## config.mk

```make
export PLATFORM = sky130hd
export DESIGN_NAME = uart_cmd_regfile_flat
export DESIGN_NICKNAME = d
export VERILOG_FILES = /design/src/rtl/uart_cmd_regfile_if.sv /design/src/rtl/uart_cmd_regfile.sv /design/src/flat_wrapper.sv
export SDC_FILE = /design/constraint.sdc
export NUM_CORES = 1
export LEC_CHECK = 0
export CORE_MARGIN = 5
export CORE_UTILIZATION = 58
export DETAILED_ROUTE_END_ITERATION = 16
export GPL_ROUTABILITY_DRIVEN = 0
export GPL_TIMING_DRIVEN = 0
export PLACE_DENSITY = 0.85
export RECOVER_POWER = 50
export SYNTH_ARGS = -nofsm -noshare
export SYNTH_HDL_FRONTEND = slang
export SYNTH_SLANG_ARGS = --single-unit
```

## constraint.sdc

```tcl
create_clock -name clk_50M -period 10.6 [get_ports clk_50M]
set_clock_uncertainty 0.15 [all_clocks]
set_input_delay 1.59 -clock clk_50M [delete_from_list [all_inputs] [get_ports clk_50M]]
set_output_delay 1.59 -clock clk_50M [all_outputs]
set_load 0.01 [all_outputs]
```

## src/rtl/uart_cmd_regfile_if.sv

```systemverilog
// Command-frame input and readback byte stream between the UART frame layer and the register file.
interface uart_cmd_regfile_if #(
  parameter int unsigned _PAYLOAD_BYTES = 11
);
  logic [7:0]                  func_reg;
  logic [8*_PAYLOAD_BYTES-1:0] rev_data;
  logic                        pack_done;
  logic [7:0]                  tx_data;
  logic                        tx_valid;
  logic                        tx_ready;

  modport master (
    output func_reg, rev_data, pack_done, tx_ready,
    input  tx_data, tx_valid
  );

  modport slave (
    input  func_reg, rev_data, pack_done, tx_ready,
    output tx_data, tx_valid
  );
endinterface

```

## src/rtl/uart_cmd_regfile.sv

```systemverilog
// Decodes UART command frames into staged/active per-channel PWM/DAC registers,
// with deferred commits for busy channels and a 12-byte readback stream.
module uart_cmd_regfile #(
  parameter int unsigned _NUM_CHANNELS  = 4,
  parameter int unsigned _PAT_WIDTH     = 32,
  parameter int unsigned _PAYLOAD_BYTES = 11
) (
  input  logic                                 clk_50M,
  input  logic                                 rst,
  uart_cmd_regfile_if.slave                    bus,
  input  logic [_NUM_CHANNELS-1:0]             ch_busy,
  output logic [8*_NUM_CHANNELS-1:0]           hs_ctrl_sta,
  output logic [8*_NUM_CHANNELS-1:0]           duty_num,
  output logic [16*_NUM_CHANNELS-1:0]          pulse_dessert,
  output logic [8*_NUM_CHANNELS-1:0]           pulse_num,
  output logic [_PAT_WIDTH*_NUM_CHANNELS-1:0]  PAT,
  output logic [8*_NUM_CHANNELS-1:0]           ls_ctrl_sta,
  output logic [_NUM_CHANNELS-1:0]             commit_pulse,
  output logic                                 err_pulse,
  output logic [1:0]                           err_code
);

  localparam int unsigned NCH   = _NUM_CHANNELS;
  localparam int unsigned PW    = _PAT_WIDTH;
  localparam int unsigned PAY_W = 8 * _PAYLOAD_BYTES;
  localparam int unsigned CH_W  = (NCH > 1) ? $clog2(NCH) : 1;

  localparam logic [3:0] LAST_IDX  = 4'd11;
  localparam logic [7:0] FN_STAGE  = 8'h01;
  localparam logic [7:0] FN_LS     = 8'h02;
  localparam logic [7:0] FN_COMMIT = 8'h03;
  localparam logic [7:0] FN_READ   = 8'h04;
  localparam logic [7:0] FN_ABORT  = 8'h05;

  typedef enum logic [1:0] {IDLE, EXEC, RESP} state_t;

  state_t            state_q, state_d;
  logic [7:0]        func_q;
  logic [PAY_W-1:0]  payload_q;

  logic [7:0]        sh_ctrl_q [NCH];
  logic [7:0]        sh_duty_q [NCH];
  logic [15:0]       sh_des_q  [NCH];
  logic [7:0]        sh_num_q  [NCH];
  logic [PW-1:0]     sh_pat_q  [NCH];

  logic [7:0]        act_ctrl_q [NCH];
  logic [7:0]        act_duty_q [NCH];
  logic [15:0]       act_des_q  [NCH];
  logic [7:0]        act_num_q  [NCH];
  logic [PW-1:0]     act_pat_q  [NCH];
  logic [7:0]        ls_q       [NCH];

  logic [NCH-1:0]    pending_q;
  logic [CH_W-1:0]   rb_ch_q;
  logic [3:0]        idx_q;
  logic [7:0]        tx_data_q;
  logic              tx_valid_q;

  // Payload bytes beyond the ten decoded ones are reserved.
  logic unused_payload;
  assign unused_payload = ^payload_q;

  logic [7:0]      ch_byte_c;
  logic [CH_W-1:0] ch_idx_c;
  logic            ch_ok_c, in_exec_c;
  logic            is_stage_c, is_ls_c, is_commit_c, is_read_c, is_abort_c, known_c;
  logic            err_ch_c, err_fn_c, abort_c, stage_c, ls_wr_c, hs_accept_c, drop_c;
  logic [NCH-1:0]  mask_c, fire_c, pend_set_c;
  logic [31:0]     pat32_c, rb_pat_c;
  logic [3:0]      nidx_c;
  logic [7:0]      rb_byte_c;

  assign ch_byte_c   = payload_q[7:0];
  assign ch_idx_c    = CH_W'(ch_byte_c);
  assign ch_ok_c     = ch_byte_c < 8'(NCH);
  assign in_exec_c   = (state_q == EXEC);
  assign is_stage_c  = (func_q == FN_STAGE);
  assign is_ls_c     = (func_q == FN_LS);
  assign is_commit_c = (func_q == FN_COMMIT);
  assign is_read_c   = (func_q == FN_READ);
  assign is_abort_c  = (func_q == FN_ABORT);
  assign known_c     = is_stage_c | is_ls_c | is_commit_c | is_read_c | is_abort_c;
  assign err_ch_c    = in_exec_c & (is_stage_c | is_ls_c | is_read_c) & ~ch_ok_c;
  assign err_fn_c    = in_exec_c & ~known_c;
  assign stage_c     = in_exec_c & is_stage_c & ch_ok_c;
  assign ls_wr_c     = in_exec_c & is_ls_c & ch_ok_c;
  assign abort_c     = in_exec_c & is_abort_c;
  assign hs_accept_c = tx_valid_q & bus.tx_ready;
  assign pat32_c     = {payload_q[55:48], payload_q[63:56], payload_q[71:64], payload_q[79:72]};

  // Immediate and deferred commits both fire only on idle channels; abort suppresses them.
  assign mask_c     = (in_exec_c && is_commit_c) ? payload_q[NCH-1:0] : '0;
  assign fire_c     = abort_c ? '0 : ((mask_c | pending_q) & ~ch_busy);
  assign pend_set_c = mask_c & ch_busy;

  always_ff @(posedge clk_50M) begin
    if (rst) state_q <= IDLE;
    else     state_q <= state_d;
  end

  always_comb begin
    state_d = state_q;
    drop_c  = 1'b0;
    case (state_q)
      IDLE: if (bus.pack_done) state_d = EXEC;
      EXEC: begin
        drop_c  = bus.pack_done;
        state_d = (is_read_c && ch_ok_c) ? RESP : IDLE;
      end
      RESP: begin
        drop_c = bus.pack_done;
        if (hs_accept_c && idx_q == LAST_IDX) state_d = IDLE;
      end
      default: state_d = IDLE;
    endcase
  end

  // Byte to present after the current one is accepted, sampled from live registers.
  always_comb begin
    rb_byte_c = 8'h00;
    nidx_c    = idx_q + 4'd1;
    rb_pat_c  = 32'(act_pat_q[rb_ch_q]);
    case (nidx_c)
      4'd1:    rb_byte_c = 8'(rb_ch_q);
      4'd2:    rb_byte_c = act_ctrl_q[rb_ch_q];
      4'd3:    rb_byte_c = act_duty_q[rb_ch_q];
      4'd4:    rb_byte_c = act_des_q[rb_ch_q][15:8];
      4'd5:    rb_byte_c = act_des_q[rb_ch_q][7:0];
      4'd6:    rb_byte_c = act_num_q[rb_ch_q];
      4'd7:    rb_byte_c = rb_pat_c[31:24];
      4'd8:    rb_byte_c = rb_pat_c[23:16];
      4'd9:    rb_byte_c = rb_pat_c[15:8];
      4'd10:   rb_byte_c = rb_pat_c[7:0];
      4'd11:   rb_byte_c = {6'b0, pending_q[rb_ch_q], ch_busy[rb_ch_q]};
      default: rb_byte_c = 8'h00;
    endcase
  end

  always_ff @(posedge clk_50M) begin
    if (rst) begin
      func_q    <= '0;
      payload_q <= '0;
    end else if (state_q == IDLE && bus.pack_done) begin
      func_q    <= bus.func_reg;
      payload_q <= bus.rev_data;
    end
  end

  // Shadow, active and low-speed register banks; commits read the pre-write shadow.
  always_ff @(posedge clk_50M) begin
    if (rst) begin
      for (int i = 0; i < NCH; i++) begin
        sh_ctrl_q[i]  <= '0;
        sh_duty_q[i]  <= '0;
        sh_des_q[i]   <= '0;
        sh_num_q[i]   <= '0;
        sh_pat_q[i]   <= '0;
        act_ctrl_q[i] <= '0;
        act_duty_q[i] <= '0;
        act_des_q[i]  <= '0;
        act_num_q[i]  <= '0;
        act_pat_q[i]  <= '0;
        ls_q[i]       <= '0;
      end
      pending_q    <= '0;
      commit_pulse <= '0;
    end else begin
      for (int i = 0; i < NCH; i++) begin
        if (fire_c[i]) begin
          act_ctrl_q[i] <= sh_ctrl_q[i];
          act_duty_q[i] <= sh_duty_q[i];
          act_des_q[i]  <= sh_des_q[i];
          act_num_q[i]  <= sh_num_q[i];
          act_pat_q[i]  <= sh_pat_q[i];
        end
        if (abort_c) act_ctrl_q[i][0] <= 1'b0;
      end
      if (stage_c) begin
        sh_ctrl_q[ch_idx_c] <= payload_q[15:8];
        sh_duty_q[ch_idx_c] <= payload_q[23:16];
        sh_des_q[ch_idx_c]  <= {payload_q[31:24], payload_q[39:32]};
        sh_num_q[ch_idx_c]  <= payload_q[47:40];
        sh_pat_q[ch_idx_c]  <= PW'(pat32_c);
      end
      if (ls_wr_c) ls_q[ch_idx_c] <= payload_q[15:8];
      pending_q    <= abort_c ? '0 : ((pending_q | pend_set_c) & ~fire_c);
      commit_pulse <= fire_c;
    end
  end

  always_ff @(posedge clk_50M) begin
    if (rst) begin
      rb_ch_q    <= '0;
      idx_q      <= '0;
      tx_data_q  <= '0;
      tx_valid_q <= 1'b0;
    end else if (in_exec_c && is_read_c && ch_ok_c) begin
      rb_ch_q    <= ch_idx_c;
      idx_q      <= '0;
      tx_data_q  <= 8'hA5;
      tx_valid_q <= 1'b1;
    end else if (state_q == RESP && hs_accept_c) begin
      if (idx_q == LAST_IDX) begin
        tx_valid_q <= 1'b0;
      end else begin
        idx_q     <= nidx_c;
        tx_data_q <= rb_byte_c;
      end
    end
  end

  // A dropped frame outranks a same-cycle decode error in err_code.
  always_ff @(posedge clk_50M) begin
    if (rst) begin
      err_pulse <= 1'b0;
      err_code  <= 2'd0;
    end else begin
      err_pulse <= drop_c | err_ch_c | err_fn_c;
      if (drop_c)        err_code <= 2'd3;
      else if (err_ch_c) err_code <= 2'd1;
      else if (err_fn_c) err_code <= 2'd2;
    end
  end

  assign bus.tx_data  = tx_data_q;
  assign bus.tx_valid = tx_valid_q;

  for (genvar g = 0; g < NCH; g++) begin : g_flat
    assign hs_ctrl_sta[8*g +: 8]    = act_ctrl_q[g];
    assign duty_num[8*g +: 8]       = act_duty_q[g];
    assign pulse_dessert[16*g +: 16] = act_des_q[g];
    assign pulse_num[8*g +: 8]      = act_num_q[g];
    assign PAT[PW*g +: PW]          = act_pat_q[g];
    assign ls_ctrl_sta[8*g +: 8]    = ls_q[g];
  end

endmodule

```

## src/flat_wrapper.sv

```systemverilog
// flat-port wrapper written by rule: the top's interface ports become plain ports
module uart_cmd_regfile_flat 
#(
  parameter int unsigned _NUM_CHANNELS  = 4,
  parameter int unsigned _PAT_WIDTH     = 32,
  parameter int unsigned _PAYLOAD_BYTES = 11
)
  (clk_50M, rst, ch_busy, hs_ctrl_sta, duty_num, pulse_dessert, pulse_num, PAT, ls_ctrl_sta, commit_pulse, err_pulse, err_code, bus_func_reg, bus_rev_data, bus_pack_done, bus_tx_ready, bus_tx_data, bus_tx_valid);
  uart_cmd_regfile_if #(._PAYLOAD_BYTES(_PAYLOAD_BYTES)) bus_i ();
  input  logic clk_50M;
  input  logic rst;
  input  logic [_NUM_CHANNELS-1:0] ch_busy;
  output logic [8*_NUM_CHANNELS-1:0] hs_ctrl_sta;
  output logic [8*_NUM_CHANNELS-1:0] duty_num;
  output logic [16*_NUM_CHANNELS-1:0] pulse_dessert;
  output logic [8*_NUM_CHANNELS-1:0] pulse_num;
  output logic [_PAT_WIDTH*_NUM_CHANNELS-1:0] PAT;
  output logic [8*_NUM_CHANNELS-1:0] ls_ctrl_sta;
  output logic [_NUM_CHANNELS-1:0] commit_pulse;
  output logic err_pulse;
  output logic [1:0] err_code;
  input wire logic [$bits(bus_i.func_reg)-1:0] bus_func_reg;
  input wire logic [$bits(bus_i.rev_data)-1:0] bus_rev_data;
  input wire logic [$bits(bus_i.pack_done)-1:0] bus_pack_done;
  input wire logic [$bits(bus_i.tx_ready)-1:0] bus_tx_ready;
  output wire logic [$bits(bus_i.tx_data)-1:0] bus_tx_data;
  output wire logic [$bits(bus_i.tx_valid)-1:0] bus_tx_valid;
  assign bus_i.func_reg = bus_func_reg;
  assign bus_i.rev_data = bus_rev_data;
  assign bus_i.pack_done = bus_pack_done;
  assign bus_i.tx_ready = bus_tx_ready;
  assign bus_tx_data = bus_i.tx_data;
  assign bus_tx_valid = bus_i.tx_valid;
  uart_cmd_regfile #(._NUM_CHANNELS(_NUM_CHANNELS), ._PAT_WIDTH(_PAT_WIDTH), ._PAYLOAD_BYTES(_PAYLOAD_BYTES)) u_core (.clk_50M(clk_50M), .rst(rst), .bus(bus_i), .ch_busy(ch_busy), .hs_ctrl_sta(hs_ctrl_sta), .duty_num(duty_num), .pulse_dessert(pulse_dessert), .pulse_num(pulse_num), .PAT(PAT), .ls_ctrl_sta(ls_ctrl_sta), .commit_pulse(commit_pulse), .err_pulse(err_pulse), .err_code(err_code));
endmodule
```

# Word level (Yosys, flattened, before mapping)
# Memories as Yosys holds them, arrays and structs flattened. A register that Yosys moved wholly into a read port is not among the register bits.
# Cells that the tools add are included.
[totals]
register_bits = 116
ramBits = 608
out_inout_bits = 336
word_cells = 218
mem_count = 11
[classes]
addsub = 1
n_lt_le_gt_ge = 2
n_eq_ne = 22
mux = 96
n_bitwise = 50
n_reduce_logical = 24
[memory_table]
columns = ["memory", "depth", "width", "rd", "rd_clocked_by_memory_dff", "wr", "line", "text"]
rows = [
  ["u_core.act_pat_q", 4, 32, 5, 1, 4, "uart_cmd_regfile.sv:51", "logic [PW-1:0] act_pat_q [NCH];"],
  ["u_core.sh_pat_q", 4, 32, 4, 0, 4, "uart_cmd_regfile.sv:45", "logic [PW-1:0] sh_pat_q [NCH];"],
  ["u_core.act_des_q", 4, 16, 5, 1, 4, "uart_cmd_regfile.sv:49", "logic [15:0] act_des_q [NCH];"],
  ["u_core.sh_des_q", 4, 16, 4, 0, 4, "uart_cmd_regfile.sv:43", "logic [15:0] sh_des_q [NCH];"],
  ["u_core.act_ctrl_q", 4, 8, 5, 1, 4, "uart_cmd_regfile.sv:47", "logic [7:0] act_ctrl_q [NCH];"],
  ["u_core.act_duty_q", 4, 8, 5, 1, 4, "uart_cmd_regfile.sv:48", "logic [7:0] act_duty_q [NCH];"],
  ["5 more memories", "n/a", "n/a", "n/a", "n/a", "n/a", "n/a", ""],
]
[op_table]
columns = ["op", "n"]
rows = [
  ["two-way mux 32 bit", 5],
  ["two-way mux 8 bit", 19],
  ["one-hot mux 8 bit (11 select lines)", 1],
  ["two-way mux 16 bit", 5],
  ["two-way mux 2 bit", 22],
  ["two-way mux 1 bit", 39],
  ["OR reduction 32 bit", 1],
  ["OR reduction 8 bit", 4],
  ["OR 1 bit", 31],
  ["== test 4 bit (second input constant)", 5],
  ["== test 4 x 3 -> 1 bit (second input constant)", 4],
  ["== test 8 x 2 -> 1 bit (second input constant)", 2],
  ["== test 8 x 3 -> 1 bit (second input constant)", 2],
  ["OR reduction 16 bit", 1],
  ["AND 4 bit", 3],
  ["AND 1 bit", 9],
  ["== test 4 x 2 -> 1 bit (second input constant)", 2],
  ["== test 8 x 1 -> 1 bit (second input constant)", 1],
  ["less-than comparator 8 x 3 -> 1 bit (second input constant)", 1],
  ["two-way mux 4 bit", 2],
  ["inverter 4 bit", 2],
  ["OR 4 bit", 2],
  ["AND reduction 2 bit", 4],
  ["logical AND 1 bit", 7],
  ["14 further kinds", 21],
]

# Depth between registers and ports, before layout
[depth]
depth_word = 11
depth_mapped = 9
mapped_depth_nobuf = 8

# Worst setup path before layout
# OpenSTA, ideal clock, no wires.
[synth_timing]
kind = "input port to flip-flop"
start = "input rst"
end = "memory u_core.sh_ctrl_q[0][0], enable pin"
setup_ns = 0.435
arrival_time_ns = 4.205
required_ns = 10.015
setup_slack_ns = 5.810
cell_stages = 5
cell_sequence = "clkbuf_1 > and2b_1 > buf_6 > nor3b_4 > or2_1"
[synth_lines]
columns = ["item", "line", "text"]
rows = [
  ["start, declared", "flat_wrapper.sv:11", "input logic rst;"],
  ["end, declared", "uart_cmd_regfile.sv:41", "logic [7:0] sh_ctrl_q [NCH];"],
]

==> metrics.log <==
[metrics] status: finished, violations left
[metrics] violations in the final reports: capacitance limit, slew limit
[metrics] unrepaired setup endpoints after global routing: false
[metrics] max-capacitance violation count: 14
[metrics] count of input and output buffers: 430
[metrics] Post-CTS Resized: 0
[metrics] worst-case setup slack after placement: 5.81 ns
[metrics] flops & latches, synth: 726
[metrics] busiest layer in global routing: met2
[metrics] maximum number of pins on one net before global-route repair: 52
[metrics] worst min-delay path category: register to register
[metrics] number of global-route vias before repair: 19768
[metrics] area growth from synthesis to final layout: 25.6%
[metrics] cell types with the largest area share after synthesis: sky130_fd_sc_hd__edfxtp_1, sky130_fd_sc_hd__and2_1, sky130_fd_sc_hd__dfxtp_1
[metrics] I/O pin cnt: 440
[metrics] number of synthesized flops with an enable pin: 608
[metrics] Design Area, Final: 36700 µm²
[metrics] first-pass GRT wire length: 136000 µm
[metrics] worst-case register-to-register setup slack: 4.38 ns
[metrics] crit path from: rst
[metrics] vias post-DR: 19700
[metrics] worst reg2reg path depth: 6
[metrics] H-tree depth: 3
[metrics] Synth Flop Type: sky130_fd_sc_hd__edfxtp_1
[metrics] synthesized netlist net count: 2151
[metrics] Async SR Flop Fraction: 0
[metrics] CTS tree: done
[metrics] Syn Inst Count: 2039
[metrics] Clock Sink Count: 726
[metrics] area inside the core boundary: 50100 µm²
[metrics] grt total ovfl: 0
[metrics] met3 routing resource usage after global routing: 0.0975
[metrics] maximum frequency from static timing analysis: 0.159 GHz
[metrics] kind of end point of the critical path: register
[metrics] worst max-slew margin expressed relative to the limit: -1.77
[metrics] total CTS buffers: 71
[metrics] vias per inst: 6.01
[metrics] Worst Setup Slack, final: 4.32 ns
[metrics] Fin. Hold Viols: 0
[metrics] area after detailed placement: 34700 µm²
[metrics] final clock period utilization by the worst path: 0.592
[metrics] DRT antenna net count: 0
[metrics] sequential-to-total area share from yosys stat: 0.705
[metrics] most used cells in the layout excluding fill and tap cells: sky130_fd_sc_hd__edfxtp_1, sky130_fd_sc_hd__and2_1, sky130_fd_sc_hd__dlygate4sd3_1
[metrics] number of warnings printed during yosys synthesis: 0
[metrics] initial antenna violation count: 2
[metrics] fraction of final layout cells sized beyond drive strength 1: 0.0768
[metrics] Worst-Margin Slew: 4.16 ns
[metrics] detail-routed net length per standard cell: 29.4 µm
[metrics] placed wire-length estimate after detailed placement: 67000 µm
[metrics] Max Transition Viols Final: 366
[metrics] type of the worst setup path: input pin to register
[metrics] commonest non-fill, non-tap cell in the layout: sky130_fd_sc_hd__edfxtp_1
[metrics] standard-cell row count: 82
[metrics] number of violations reported at the end of detailed-routing iteration 0: 2676
[metrics] Routed WL: 96400 µm
[metrics] PwrDens: 166 nW/µm²
[metrics] width of the chip: 235 µm
[metrics] clock root buffer: sky130_fd_sc_hd__clkbuf_16
[metrics] Clock Tree Buf Depth: 3
[metrics] largest fanout of any net on the critical path: 51
[metrics] Syn Std Cell Area: 29200 µm²
[metrics] Post-CTS Hold Buffers: 0
[metrics] final-stage net count: 2662
[metrics] length of the first detailed-routing pass in iterations: 6
[metrics] final-layout setup total negative slack: 0 ns
[metrics] Setup Fix Bufs, Post-CTS: 0
[metrics] Synth Area per Inst: 14.3 µm²
[metrics] clock-pin slew of the registers on the worst-case setup and hold paths: 0.06 ns
[metrics] cell count after placement: 3149
[metrics] starting density of the core: 0.584
[metrics] met1 track utilization from global routing: 0.435
[metrics] die height: 235 µm
[metrics] Leak: 0.0136 µW
[metrics] fin crit period: 6.28 ns
[metrics] end of the worst register-to-register path: u_core.act_num_q[0][1]
[metrics] endpoint required time on the critical path: 10.55 ns
[metrics] number of standard cells in the layout, taps in and fillers out: 3278
[metrics] arrival time worst endpoint: 6.23 ns
[metrics] cell type with the largest total area after synthesis: sky130_fd_sc_hd__edfxtp_1
[metrics] Final setup viols: 0
[metrics] CP endpoint: u_core.act_pat_q[1][22]
[metrics] unique cell type count in the Yosys netlist: 55
[metrics] maximum vdd drop: 0.157 mV
[metrics] Die Footprint: 55000 µm²
[metrics] met2 usage: 0.576
[metrics] top cell type's share of synthesized area: 0.624
[metrics] GR Util All Layers: 0.347
[metrics] residual DRC count: 0
[metrics] launching point of the worst reg2reg path: u_core.func_q[7]
[metrics] Worst setup SP type: input pin
[metrics] clock latency on the worst-skew pair: 0.60 ns
-- final cells by class --
cell class                      instances  area [µm²]
Inverter                               13        48.8
Sequential cell                       726       20600
Fill cell                            3139       13400
Antenna cell                            2        5.00
Tap cell                              672         841
Multi-Input combinational cell       1177        8000
Buffer                                123         473
Timing Repair Buffer                  438        4450
Clock inverter                         23         246
Clock buffer                          104        2030
-- flip-flops by register name (all words and copies together), names as in the netlist, named ones only --
register and flops:
u_core.act_ctrl_q 32, u_core.act_des_q 64, u_core.act_duty_q 32, u_core.act_num_q 32, u_core.act_pat_q 128, u_core.bus.tx_data 8
u_core.bus.tx_valid 1, u_core.commit_pulse 4, u_core.err_code 2, u_core.err_pulse 1, u_core.func_q 8, u_core.idx_q 4
u_core.ls_q 32, u_core.payload_q 80, u_core.pending_q 4, u_core.rb_ch_q 2, u_core.sh_ctrl_q 32, u_core.sh_des_q 64
u_core.sh_duty_q 32, u_core.sh_num_q 32, u_core.sh_pat_q 128, u_core.state_q 2
-- through the flow --
stage / hold slack [ns] / util / total power [µW]
final: 0.314 / 0.733 / 6100
after detailed placement: 0.301 / 0.692 / 3660
after global routing: 0.334 / 0.733 / 6250
after global placement: 0.294 / 0.687 / 3640
after floorplan: 0.286 / - / 3420
after CTS: 0.312 / 0.738 / 6110
-- critical path: stages --
cell                       delay [ns]
sky130_fd_sc_hd__clkbuf_1        0.35
sky130_fd_sc_hd__clkbuf_1        0.44
sky130_fd_sc_hd__a21o_1          0.81
sky130_fd_sc_hd__clkbuf_1        2.98
-- power breakdown --
part	leakage (µW)	switching, µW	total, µW	internal (µW)
Combinational	0.00520	197	330	133
Clock	0.00112	1060	2510	1460
Sequential	0.00724	66.6	3260	3190
Total	0.0136	1320	6100	4780
-- Yosys cell counts, drive strengths merged (2+ instances only) --
library cell and count:
a22o 3, edfxtp 608, a31o 2, nand2b 5, nor2 27, nand4 2, dfxtp 118, and2 611
buf 22, o22ai 9, nor3 13, a2111oi 2, clkbuf 101, and3 5, nor3b 4, a22oi 25
xnor2 4, nand3 7, inv 13, mux4 74, ha 8, or2 7, nor2b 4, o21bai 2
a221oi 2, mux2i 4, o21ai 8, a21o 5, a31oi 3, a21oi 126, nand2 198, nor4 2
-- cell families after synthesis --
group	Yosys count	synth area share
AND/OR/NAND/NOR	891	0.173
buffers and inverters	136	0.0199
XOR/XNOR	5	0.00150
multiplexers	79	0.0587
AO/OA/AOI/OAI	194	0.0384
flip-flops	726	0.705
adder cells (fa/ha/maj)	8	0.00342
-- layer usage --
metal | part of all wire | wire, µm | vias to the layer above
li1 | - | - | 8253
met1 | 0.34 | 32700 | 9793
met2 | 0.49 | 46900 | 1385
met3 | 0.12 | 12000 | 269
met4 | 0.050 | 4840 | 0
met5 | 0 | 0 | -
-- how the worst min path moves through the flow --
stage	start	slack, ns	depth (start not counted)	to
2_1_floorplan	u_core.payload_q[7]	0.29	2	u_core.payload_q[7]
4_1_cts	u_core.err_code[0]	0.31	2	u_core.err_code[0]
5_1_grt	u_core.payload_q[6]	0.33	2	u_core.payload_q[6]
3_3_place_gp	u_core.payload_q[7]	0.29	2	u_core.payload_q[7]
6_report	u_core.err_code[0]	0.31	2	u_core.err_code[0]
3_5_place_dp	u_core.err_code[0]	0.30	2	u_core.err_code[0]
Power figures use the tool's default switching activity.
